## src/rtl/ws2812_pkg.sv

```systemverilog
// Shared types and default 12 MHz timing for the WS2812 line driver.
package ws2812_pkg;

  typedef enum logic [2:0] {
    ST_IDLE  = 3'd0,
    ST_REQ   = 3'd1,
    ST_FETCH = 3'd2,
    ST_SHIFT = 3'd3,
    ST_RESET = 3'd4
  } state_e;

  localparam int unsigned WS_TBIT = 15;
  localparam int unsigned WS_T0H  = 5;
  localparam int unsigned WS_T1H  = 9;
  localparam int unsigned WS_TRES = 720;

endpackage

```

## src/rtl/ws2812_serializer.sv

```systemverilog
// WS2812 bit serializer: requests 24-bit pixels, shifts them out MSB first as
// high/low pulse pairs, prefetches the next pixel, then holds the latch period.
module ws2812_serializer
  import ws2812_pkg::*;
#(
  parameter int unsigned TBIT = WS_TBIT,
  parameter int unsigned T0H  = WS_T0H,
  parameter int unsigned T1H  = WS_T1H,
  parameter int unsigned TRES = WS_TRES
) (
  input  logic        clk_sb,
  input  logic        reset_n,
  input  logic        send_leds_n,
  input  logic [23:0] rgb_data_in,
  output logic        ws2812_next_led,
  output logic        dout,
  output logic        busy,
  output logic        frame_done
);

  localparam int unsigned PW = $clog2(TBIT);
  localparam int unsigned RW = (TRES > 1) ? $clog2(TRES) : 1;

  localparam logic [PW-1:0] PH_LAST = PW'(TBIT - 1);
  localparam logic [PW-1:0] T0H_C   = PW'(T0H);
  localparam logic [PW-1:0] T1H_C   = PW'(T1H);
  localparam logic [RW-1:0] RC_LAST = RW'(TRES - 1);

  if (!(T0H >= 1 && T0H < T1H && T1H < TBIT && TBIT >= 4 && TRES >= 1)) begin : g_bad_params
    $error("ws2812_serializer: illegal timing parameter set");
  end

  state_e        state_q;
  logic [PW-1:0] phase_q;
  logic [4:0]    bidx_q;
  logic [RW-1:0] rcnt_q;
  logic [23:0]   shreg_q;
  logic          pend_q, req_q, dout_q, busy_q, done_q;
  logic [PW-1:0] phase_inc;

  assign phase_inc = phase_q + 1'b1;

  always_ff @(posedge clk_sb or negedge reset_n) begin
    if (!reset_n) begin
      state_q <= ST_IDLE;
      phase_q <= '0;
      bidx_q  <= '0;
      rcnt_q  <= '0;
      shreg_q <= '0;
      pend_q  <= 1'b0;
      req_q   <= 1'b0;
      dout_q  <= 1'b0;
      busy_q  <= 1'b0;
      done_q  <= 1'b0;
    end else begin
      req_q  <= 1'b0;
      done_q <= 1'b0;
      case (state_q)
        ST_IDLE: begin
          dout_q <= 1'b0;
          if (!send_leds_n) begin
            state_q <= ST_REQ;
            req_q   <= 1'b1;
            busy_q  <= 1'b1;
          end
        end
        ST_REQ: state_q <= ST_FETCH;
        ST_FETCH: begin
          shreg_q <= rgb_data_in;
          bidx_q  <= 5'd23;
          phase_q <= '0;
          dout_q  <= 1'b1;
          state_q <= ST_SHIFT;
        end
        ST_SHIFT: begin
          if (phase_q != PH_LAST) begin
            phase_q <= phase_inc;
            dout_q  <= (phase_inc < (shreg_q[23] ? T1H_C : T0H_C));
          end else begin
            phase_q <= '0;
            if (bidx_q != 5'd0) begin
              shreg_q <= {shreg_q[22:0], 1'b0};
              bidx_q  <= bidx_q - 1'b1;
              dout_q  <= 1'b1;
              // Request lands in phase 0 of the last bit, leaving a full bit time for the data.
              if (bidx_q == 5'd1 && !send_leds_n) begin
                req_q  <= 1'b1;
                pend_q <= 1'b1;
              end
            end else if (pend_q) begin
              shreg_q <= rgb_data_in;
              pend_q  <= 1'b0;
              bidx_q  <= 5'd23;
              dout_q  <= 1'b1;
            end else begin
              state_q <= ST_RESET;
              rcnt_q  <= '0;
              dout_q  <= 1'b0;
            end
          end
        end
        ST_RESET: begin
          dout_q <= 1'b0;
          if (rcnt_q == RC_LAST) begin
            state_q <= ST_IDLE;
            done_q  <= 1'b1;
            busy_q  <= 1'b0;
          end else begin
            rcnt_q <= rcnt_q + 1'b1;
          end
        end
        default: state_q <= ST_IDLE;
      endcase
    end
  end

  assign ws2812_next_led = req_q;
  assign dout            = dout_q;
  assign busy            = busy_q;
  assign frame_done      = done_q;

endmodule

```

## config.mk

```make
export PLATFORM = sky130hd
export DESIGN_NAME = ws2812_serializer
export DESIGN_NICKNAME = d
export VERILOG_FILES = /design/src/rtl/ws2812_pkg.sv /design/src/rtl/ws2812_serializer.sv
export SDC_FILE = /design/constraint.sdc
export NUM_CORES = 1
export LEC_CHECK = 0
export CAP_MARGIN = 20
export CORE_UTILIZATION = 50
export DETAILED_ROUTE_END_ITERATION = 6
export PLACE_DENSITY = 0.72
export SETUP_SLACK_MARGIN = 0.5
export SLEW_MARGIN = 20
export SYNTH_ARGS = -nofsm -noshare
export SYNTH_HDL_FRONTEND = slang
export SYNTH_SLANG_ARGS = --single-unit
```

## constraint.sdc

```tcl
create_clock -name clk_sb -period 2.3 [get_ports clk_sb]
set_clock_uncertainty 0.15 [all_clocks]
set_input_delay 0.23 -clock clk_sb [delete_from_list [all_inputs] [get_ports clk_sb]]
set_output_delay 0.23 -clock clk_sb [all_outputs]
set_load 0.01 [all_outputs]
```

# ---- Word level (Yosys, flattened, before mapping)
# Index checks and enable logic that the tools add are counted.
# Widths: inputs -> output; s select.
dict set report word_totals {
  reg_bits 51
  latchBits 0
  ramBits 0
  rom_bits 0
  elab_cells 82
  memories 0
}
dict set report classes {
  addsub 3
  mul 0
  div_mod_pow 0
  n_lt_le_gt_ge 1
  eq_ne 15
  shifts 0
  mux 38
  bitwise_logic 1
  n_reduce_logical 14
}
# cell count
set ops {}
lappend ops {{$mux 24} 3}
lappend ops {{$pmux 24 s2} 1}
lappend ops {{$mux 10} 4}
lappend ops {{$pmux 10 s2} 1}
lappend ops {{$mux 3} 5}
lappend ops {{$mux 5} 3}
lappend ops {{$pmux 3 s5} 1}
lappend ops {{$mux 1} 13}
lappend ops {{$ne 2x2->1 const B} 6}
lappend ops {{$add 10x1->10 const B} 1}
lappend ops {{$eq 10x10->1 const B} 1}
lappend ops {{$pmux 5 s2} 1}
lappend ops {{$reduce_and 5->1} 2}
lappend ops {{$reduce_and 3->1} 3}
lappend ops {{$mux 4} 2}
lappend ops {{$pmux 4 s2} 1}
lappend ops {{$eq 3x2->1 const B} 2}
lappend ops {{$reduce_bool 2->1} 3}
lappend ops {{$eq 5x1->1 const B} 1}
lappend ops {{$reduce_bool 5->1} 1}
lappend ops {{$sub 5x1->5 const B} 1}
lappend ops {{$add 4x1->4 const B} 1}
lappend ops {{$lt 4x4->1} 1}
lappend ops {{$ne 4x4->1 const B} 1}
lappend ops {{12 further kinds} 13}

# ---- Longest topological paths before layout
# Gate-level depths: netlist (run 1).
dict set report depth {
  depth_word 6
  ltp_mapped 7
  ltp_nobuf 7
}

# ---- Least setup slack after synthesis (run 1)
# No wires, ideal clock.
dict set report synth_path {
  path_kind {reg2reg}
  startpoint {reg bidx_q[0]}
  endpoint {reg state_q[0]}
  setup_ns 0.119
  t_arrival_ns 1.784
  slack_ns 0.247
  path_stages_with_launch 7
  period_less_slack_ns 2.053
  path_cell_list {dfrtp_1 inv_1 ha_1 or4b_4 or4_4 a21oi_2 nor2_1}
}
dict set report synth_via {
  elab_chain_len 3
}
# item line
set synth_lines {}
lappend synth_lines {{from (decl)} ws2812_serializer.sv:35} ;# logic [4:0] bidx_q;
lappend synth_lines {{from (signal assigned)} ws2812_serializer.sv:83} ;# bidx_q <= bidx_q - 1'b1;
lappend synth_lines {{$reduce_bool 5->1} ws2812_serializer.sv:81} ;# if (bidx_q != 5'd0) begin
lappend synth_lines {{$ne 2x2->1 (no line)} -}
lappend synth_lines {{$reduce_and 5->1 (no line)} -}
lappend synth_lines {{to (signal assigned)} ws2812_serializer.sv:73} ;# state_q <= ST_SHIFT;
lappend synth_lines {{to (signal assigned)} ws2812_serializer.sv:96} ;# state_q <= ST_RESET;
lappend synth_lines {{to (signal assigned)} ws2812_serializer.sv:105} ;# state_q <= ST_IDLE;
lappend synth_lines {{to (decl)} ws2812_serializer.sv:33} ;# state_e state_q;
# Every way passes these cells.
# A chain may end at the register's enable or synchronous reset.

# ---- Worst setup path in the final report (run 1)
dict set report layout_path {
  startpoint {reg bidx_q[1]}
  endpoint {reg shreg_q[14]}
}
dict set report layout_via {
  elab_chain_len 4
  elab_cells_between_ends 6
}
# item line
set layout_lines {}
lappend layout_lines {{$reduce_bool 5->1 *} ws2812_serializer.sv:81}
lappend layout_lines {{$mux 24} ws2812_serializer.sv:81}
lappend layout_lines {{$mux 24} ws2812_serializer.sv:76} ;# if (phase_q != PH_LAST) begin
lappend layout_lines {{$pmux 24 s2} ws2812_serializer.sv:58} ;# case (state_q)
lappend layout_lines {{to (signal assigned)} ws2812_serializer.sv:69} ;# shreg_q <= rgb_data_in;
lappend layout_lines {{to (signal assigned)} ws2812_serializer.sv:82} ;# shreg_q <= {shreg_q[22:0], 1'b0};
lappend layout_lines {{to (signal assigned)} ws2812_serializer.sv:91} ;# shreg_q <= rgb_data_in;
lappend layout_lines {{to (decl)} ws2812_serializer.sv:37} ;# logic [23:0] shreg_q;
# Mark *: on every way between the ends. The rest lies on a longest branch, timed or not. The select of a mux whose other input is x is not followed.

==> results of run 1 <==
-- kinds of logic after synthesis --
kind of cell	Yosys count	share of synthesized area [%]
adder cells (fa/ha/maj)	9	4.22
AND/OR/NAND/NOR	138	24.2
flip-flops	51	47.8
AO/OA/AOI/OAI	69	17.8
multiplexers	1	0.375
buffers and inverters	31	4.92
XOR/XNOR	2	0.656
-- stage by stage --
stage                     hold slack, ps  std cells
final                                185        437
after floorplan                     -216        301
after detailed placement           -6.97        397
after global placement             -9.53        397
after global routing                 240        437
after CTS                            193        421
-- per-layer routing --
layer  GRT usage [%]  vias up
met5               0        -
met4            8.60        0
met3            4.55       31
met2            37.8       99
met1            34.5     1307
li1                -     1193
-- area by class of cell --
cell class | instances | area [um2] | area share, %
Multi-Input combinational cell | 221 | 1630 | 41.1
Sequential cell | 51 | 1280 | 32.3
Timing Repair Buffer | 73 | 798 | 20.1
Tap cell | 70 | 87.6 | 2.21
Clock buffer | 6 | 82.6 | 2.08
Inverter | 14 | 52.6 | 1.33
Clock inverter | 2 | 35.0 | 0.884
-- worst max-delay path, cell delays in order, from the launching register on --
cell and delay, ps:
dfrtp_1 420, inv_2 90, ha_4 140, or4b_4 480, buf_6 150, nand2_8 100, clkbuf_16 180, nand2_4 40
a31oi_1 200
-- state kept, by name, summed over array words and instances, names as in the netlist --
name	count
state_q	3
ws2812_next_led	1
bidx_q	5
phase_q	4
busy	1
rcnt_q	10
shreg_q	24
frame_done	1
dout	1
pend_q	1
-- timing repair --
item,CTS,global route
gates resized for setup,28,77
pin swaps,6,44
hold endpoints to repair,12,0
hold buffers,1,0
setup buffers,12,9
setup endpoints to repair,44,44
cloned,3,7
-- report_power, final --
part	switching [mW]	leakage (nW)	internal (mW)
sequential	0.262	0.580	1.16
clock	0.315	0.0612	0.353
combinational	0.624	1.07	0.689
-- how the worst max path moves through the flow --
stage / cells past startpoint / start / end / slack [ps]
after floorplan: 6 / bidx_q[0] / state_q[0] / 250
after global placement: 6 / bidx_q[1] / bidx_q[3] / 70
after detailed placement: 6 / bidx_q[1] / bidx_q[3] / 4
after CTS: 6 / bidx_q[1] / state_q[0] / 280
after global routing: 8 / bidx_q[1] / shreg_q[4] / 200
final: 8 / bidx_q[1] / shreg_q[14] / 230
-- layout by cell type, fill, tap and decap left out, types with 4 or more instances in the layout --
master           count
nand3_1              7
clkbuf_16            5
o21a_1               4
nand2_4              7
nor2_1              24
clkbuf_8             6
buf_6                8
inv_1               12
nor2_4               6
nor2_2               8
nand2_2              9
buf_4               24
dfrtp_1             49
a31oi_1             25
clkdlybuf4s50_1     29
nand3_2              4
and3_1               5
nand2_1             40
ha_1                 5
a21oi_1              8
==> flow_summary.json, run 1 <==
{
  "outcome": "complete, no violations",
  "netlist_area_mm2": 0.00267,
  "placed_area_mm2": 0.00309,
  "io_pins": 31,
  "finalCritPeriodShare_pct": 90.1,
  "grt_pass1_wl_um": 10400,
  "async_reset_ff_share_pct": 100,
  "worst_pin_slew_ps": 489,
  "clockBufferDepth": 2,
  "yosys_warnings": 0,
  "rows": 26,
  "highest_layer": "met4",
  "drc": 0,
  "synth_edf_count": 0,
  "clk_pin_slew_ps": 100,
  "drtPass1Iterations": 5,
  "crit_required_ps": 2370,
  "die_x_um": 75.1,
  "drt_iter0_markers": 200,
  "grt_max_degree": 27,
  "drt-total-wl_um": 8250,
  "power_mw": 3.41,
  "synth_area_leaders": "dfrtp_1 (48%), nand2_1 (7.9%), a31oi_1 (6.3%)",
  "fin_util_pct": 77.1,
  "met3_length_um": 407,
  "p_per_area_mw_per_mm2": 859,
  "synth_cell_type_count": 49,
  "grt_overflow": 0,
  "finalHoldViolCount": 0,
  "detail_route.wl_per_cell_um": 18.9,
  "setup_viol": 0,
  "synth_cells": 301,
  "pre_cts_ws_ps": 3.79,
  "synth_top_area_share_pct": 47.8,
  "coreArea_mm2": 0.00514,
  "syn_to_final_growth_pct": 48.4,
  "via_per_inst": 6.02,
  "final_area_mm2": 0.00397,
  "drive_above_1_share_pct": 32.2,
  "yosysMostFrequentCell": "nand2_1",
  "cts_buffers": 5,
  "ctsHtreeMaxLevel": 2,
  "slew_violations": 0,
  "ant_nets": 0,
  "cts_tree": "built",
  "r2r_slack_ps": 230,
  "dpl.hpwl_um": 3880,
  "track_usage_pct": 24.5,
  "ys_seq_area_share_pct": 47.8,
  "nFillCells": 348,
  "critPathLaunchType": "flop",
  "dieHeight_um": 75.1,
  "critPathCaptureType": "flop",
  "period_needed_ps": 2070,
  "worst-setup-path-type": "reg2reg",
  "avgSynthCellArea_um2": 8.87,
  "vias": 2630,
  "initial_utilization_pct": 52.0,
  "setup_ws_ps": 228,
  "cp_max_fo": 6,
  "m1WireLength_um": 3500,
  "rr_worst_depth": 8,
  "synth_common_cells": "nand2_1 (56), dfrtp_1 (51), nor2_1 (37)",
  "arrival_ps": 2140,
  "nets": 402,
  "dr_wl_met2_um": 4090,
  "r2r_end": "shreg_q[14]",
  "peakVddDrop_mv": 0.703,
  "gp_congestion": 0.888,
  "syn-num-nets": 337,
  "numPortBuffers": 30,
  "min_path_type": "in2async",
  "max_freq_mhz": 483,
  "fp.dieArea_mm2": 0.00564,
  "rsz0062_at_grt": "true",
  "synth_ff_type": "dfrtp_1",
  "power.leakage_nw": 1.72,
  "worst_skew_pair.late_latency_ps": 320,
  "synth_area_leader_cell": "dfrtp_1",
  "drv_cap": 0,
  "rr_startpoint": "bidx_q[1]",
  "cts-root-buf": "clkbuf_8",
  "cts.sinks": 51,
  "setup_tns_ps": 0,
  "first_global_vias": 2222,
  "antenna_found_initial": 0,
  "yosys_register_bits": 51,
  "max_slew_margin_pct": 67.0,
  "antennaDiodeCount": 0
}
No activity file was read; power rests on OpenSTA's default activity.
==> run 2, diff against run 1 <==
--- a/config.mk
+++ b/config.mk
@@ -6,6 +6,7 @@
 export NUM_CORES = 1
 export LEC_CHECK = 0
 export CAP_MARGIN = 20
+export CORE_MARGIN = 2
 export CORE_UTILIZATION = 50
 export DETAILED_ROUTE_END_ITERATION = 6
 export PLACE_DENSITY = 0.72
==> run 2 against run 1 <==
Maximum frequency shrank 1.5%. Register-to-register slack lost 30 ps. Largest cell class unchanged. Power grew 2.3%. Design area shrank 0.82%. Critical endpoint is now shreg_q[4]. Clock-buffer cell count shrank 1. Die area grew 5.4%. Sequential power is essentially flat.
==> flow_summary.json, run 2 (same netlist as run 1, synthesis figures left out) <==
{
  "min_path_type": "in2async",
  "finalCritPeriodShare_pct": 91.4,
  "cts_buffers": 5,
  "vias": 2719,
  "p_per_area_mw_per_mm2": 886,
  "clk_pin_slew_ps": 110,
  "drtPass1Iterations": 4,
  "drv_cap": 0,
  "dpl.hpwl_um": 3920,
  "cts-root-buf": "clkbuf_8",
  "numPortBuffers": 30,
  "finalHoldViolCount": 0,
  "r2r_slack_ps": 200,
  "dieHeight_um": 77.1,
  "critPathLaunchType": "flop",
  "fp.dieArea_mm2": 0.00594,
  "setup_viol": 0,
  "multiInputGateArea_mm2": 0.00153,
  "die_x_um": 77.1,
  "via_per_inst": 6.25,
  "drc": 0,
  "io_pins": 31,
  "antennaDiodeCount": 0,
  "worst_pin_slew_ps": 407,
  "setup_tns_ps": 0,
  "power.leakage_nw": 1.67,
  "syn_to_final_growth_pct": 47.2,
  "power_mw": 3.48,
  "first_global_vias": 2536,
  "regMostFlops": "shreg_q",
  "drive_above_1_share_pct": 24.9,
  "gp_congestion": 0.845,
  "drt-total-wl_um": 8880,
  "mostFrequentLayoutCell": "nand2_1",
  "drt_iter0_markers": 217,
  "antenna_found_initial": 0,
  "track_usage_pct": 26.0,
  "rsz0062_at_grt": "true",
  "worst-setup-path-type": "reg2reg",
  "grt_max_degree": 27,
  "top_regs": "shreg_q: 24 flops, rcnt_q: 10 flops, bidx_q: 5 flops",
  "detail_route.wl_per_cell_um": 20.4,
  "grt_pass1_wl_um": 12300,
  "seqCellArea_mm2": 0.00128,
  "worst_skew_pair.late_latency_ps": 320,
  "cp_max_fo": 7,
  "max_slew_margin_pct": 72.8,
  "rows": 26,
  "nFillCells": 340,
  "nets": 400,
  "critPathCaptureType": "flop",
  "outcome": "complete, no violations",
  "layout_common_cells": "nand2_1 (51), dfrtp_1 (50), nor2_1 (30)",
  "cts_tree": "built",
  "ant_nets": 0,
  "arrival_ps": 2190,
  "ctsHtreeMaxLevel": 2,
  "coreArea_mm2": 0.00514,
  "period_needed_ps": 2100,
  "grt_overflow": 0,
  "max_freq_mhz": 476,
  "cts.sinks": 51,
  "peakVddDrop_mv": 0.535,
  "initial_utilization_pct": 52.0,
  "slew_violations": 0,
  "clockBufferDepth": 2,
  "crit_required_ps": 2390,
  "largest_reg_flops": 24
}
## run 2: changes by cell type in the layout (fill, tap and decap cells not counted), sizes merged
cell and change:
inv +1, o21ai -1, clkinvlp +1, bufbuf +1, clkinv -1, clkbuf -3
## run 2: cell type report
| type | count | share of cell area, % |
|---|---|---|
| Multi-Input combinational cell | 220 | 39.0 |
| Sequential cell | 51 | 32.5 |
| Timing Repair Buffer | 72 | 22.0 |
| Tap cell | 70 | 2.23 |
| Clock buffer | 5 | 1.75 |
| Inverter | 14 | 1.34 |
| Clock inverter | 3 | 1.18 |
## run 2: timing repair
item,CTS,global route
pin swaps,4,16
hold buffers,1,0
setup buffers,14,5
gates cloned,7,4
gates resized for setup,29,35
hold endpoints to repair,14,0
endpoints found under the setup margin,44,41
## run 2: stage by stage
stage	cells	hold slack, ps	setup slack [ps]	util (%)	cell area [um2]
after floorplan	301	-216	247	-	2700
after global placement	396	22.1	66.1	60.3	3100
after detailed placement	396	28.4	-15.7	60.3	3100
after CTS	426	229	256	70.9	3640
after global routing	435	257	149	76.5	3930
final	435	211	198	76.5	3930
## run 2: path summary, 6_finish.rpt
check / start / cells after the start / endpoint
min: reset_n / 2 / frame_done
min in group clk_sb: rgb_data_in[9] / 3 / shreg_q[9]
max reg2reg: bidx_q[1] / 8 / shreg_q[4]
min reg2reg: rcnt_q[5] / 1 / rcnt_q[5]
max: bidx_q[1] / 8 / shreg_q[4]
max in group asynchronous: reset_n / 3 / phase_q[0]
## run 2: critical path: stages, from the launching register on
cell and delay [ps]:
dfrtp_1 410, inv_2 100, ha_4 160, or4b_4 480, buf_6 150, nand2_8 100, clkbuf_16 170, nand2_1 80
a31oi_1 210
## run 2: power breakdown
group | total, mW | switching [mW] | internal [mW]
clock network | 0.658 | 0.330 | 0.328
logic | 1.41 | 0.681 | 0.729
registers | 1.42 | 0.256 | 1.16
total | 3.48 | 1.27 | 2.22
## run 2: routing by layer
layer	vias to the layer above	global-route usage [%]	share of wire, %
li1	1198	-	-
met4	0	9.82	4.8
met1	1365	35.5	42
met3	39	3.76	5.0
met2	117	42.1	48
met5	-	0	0
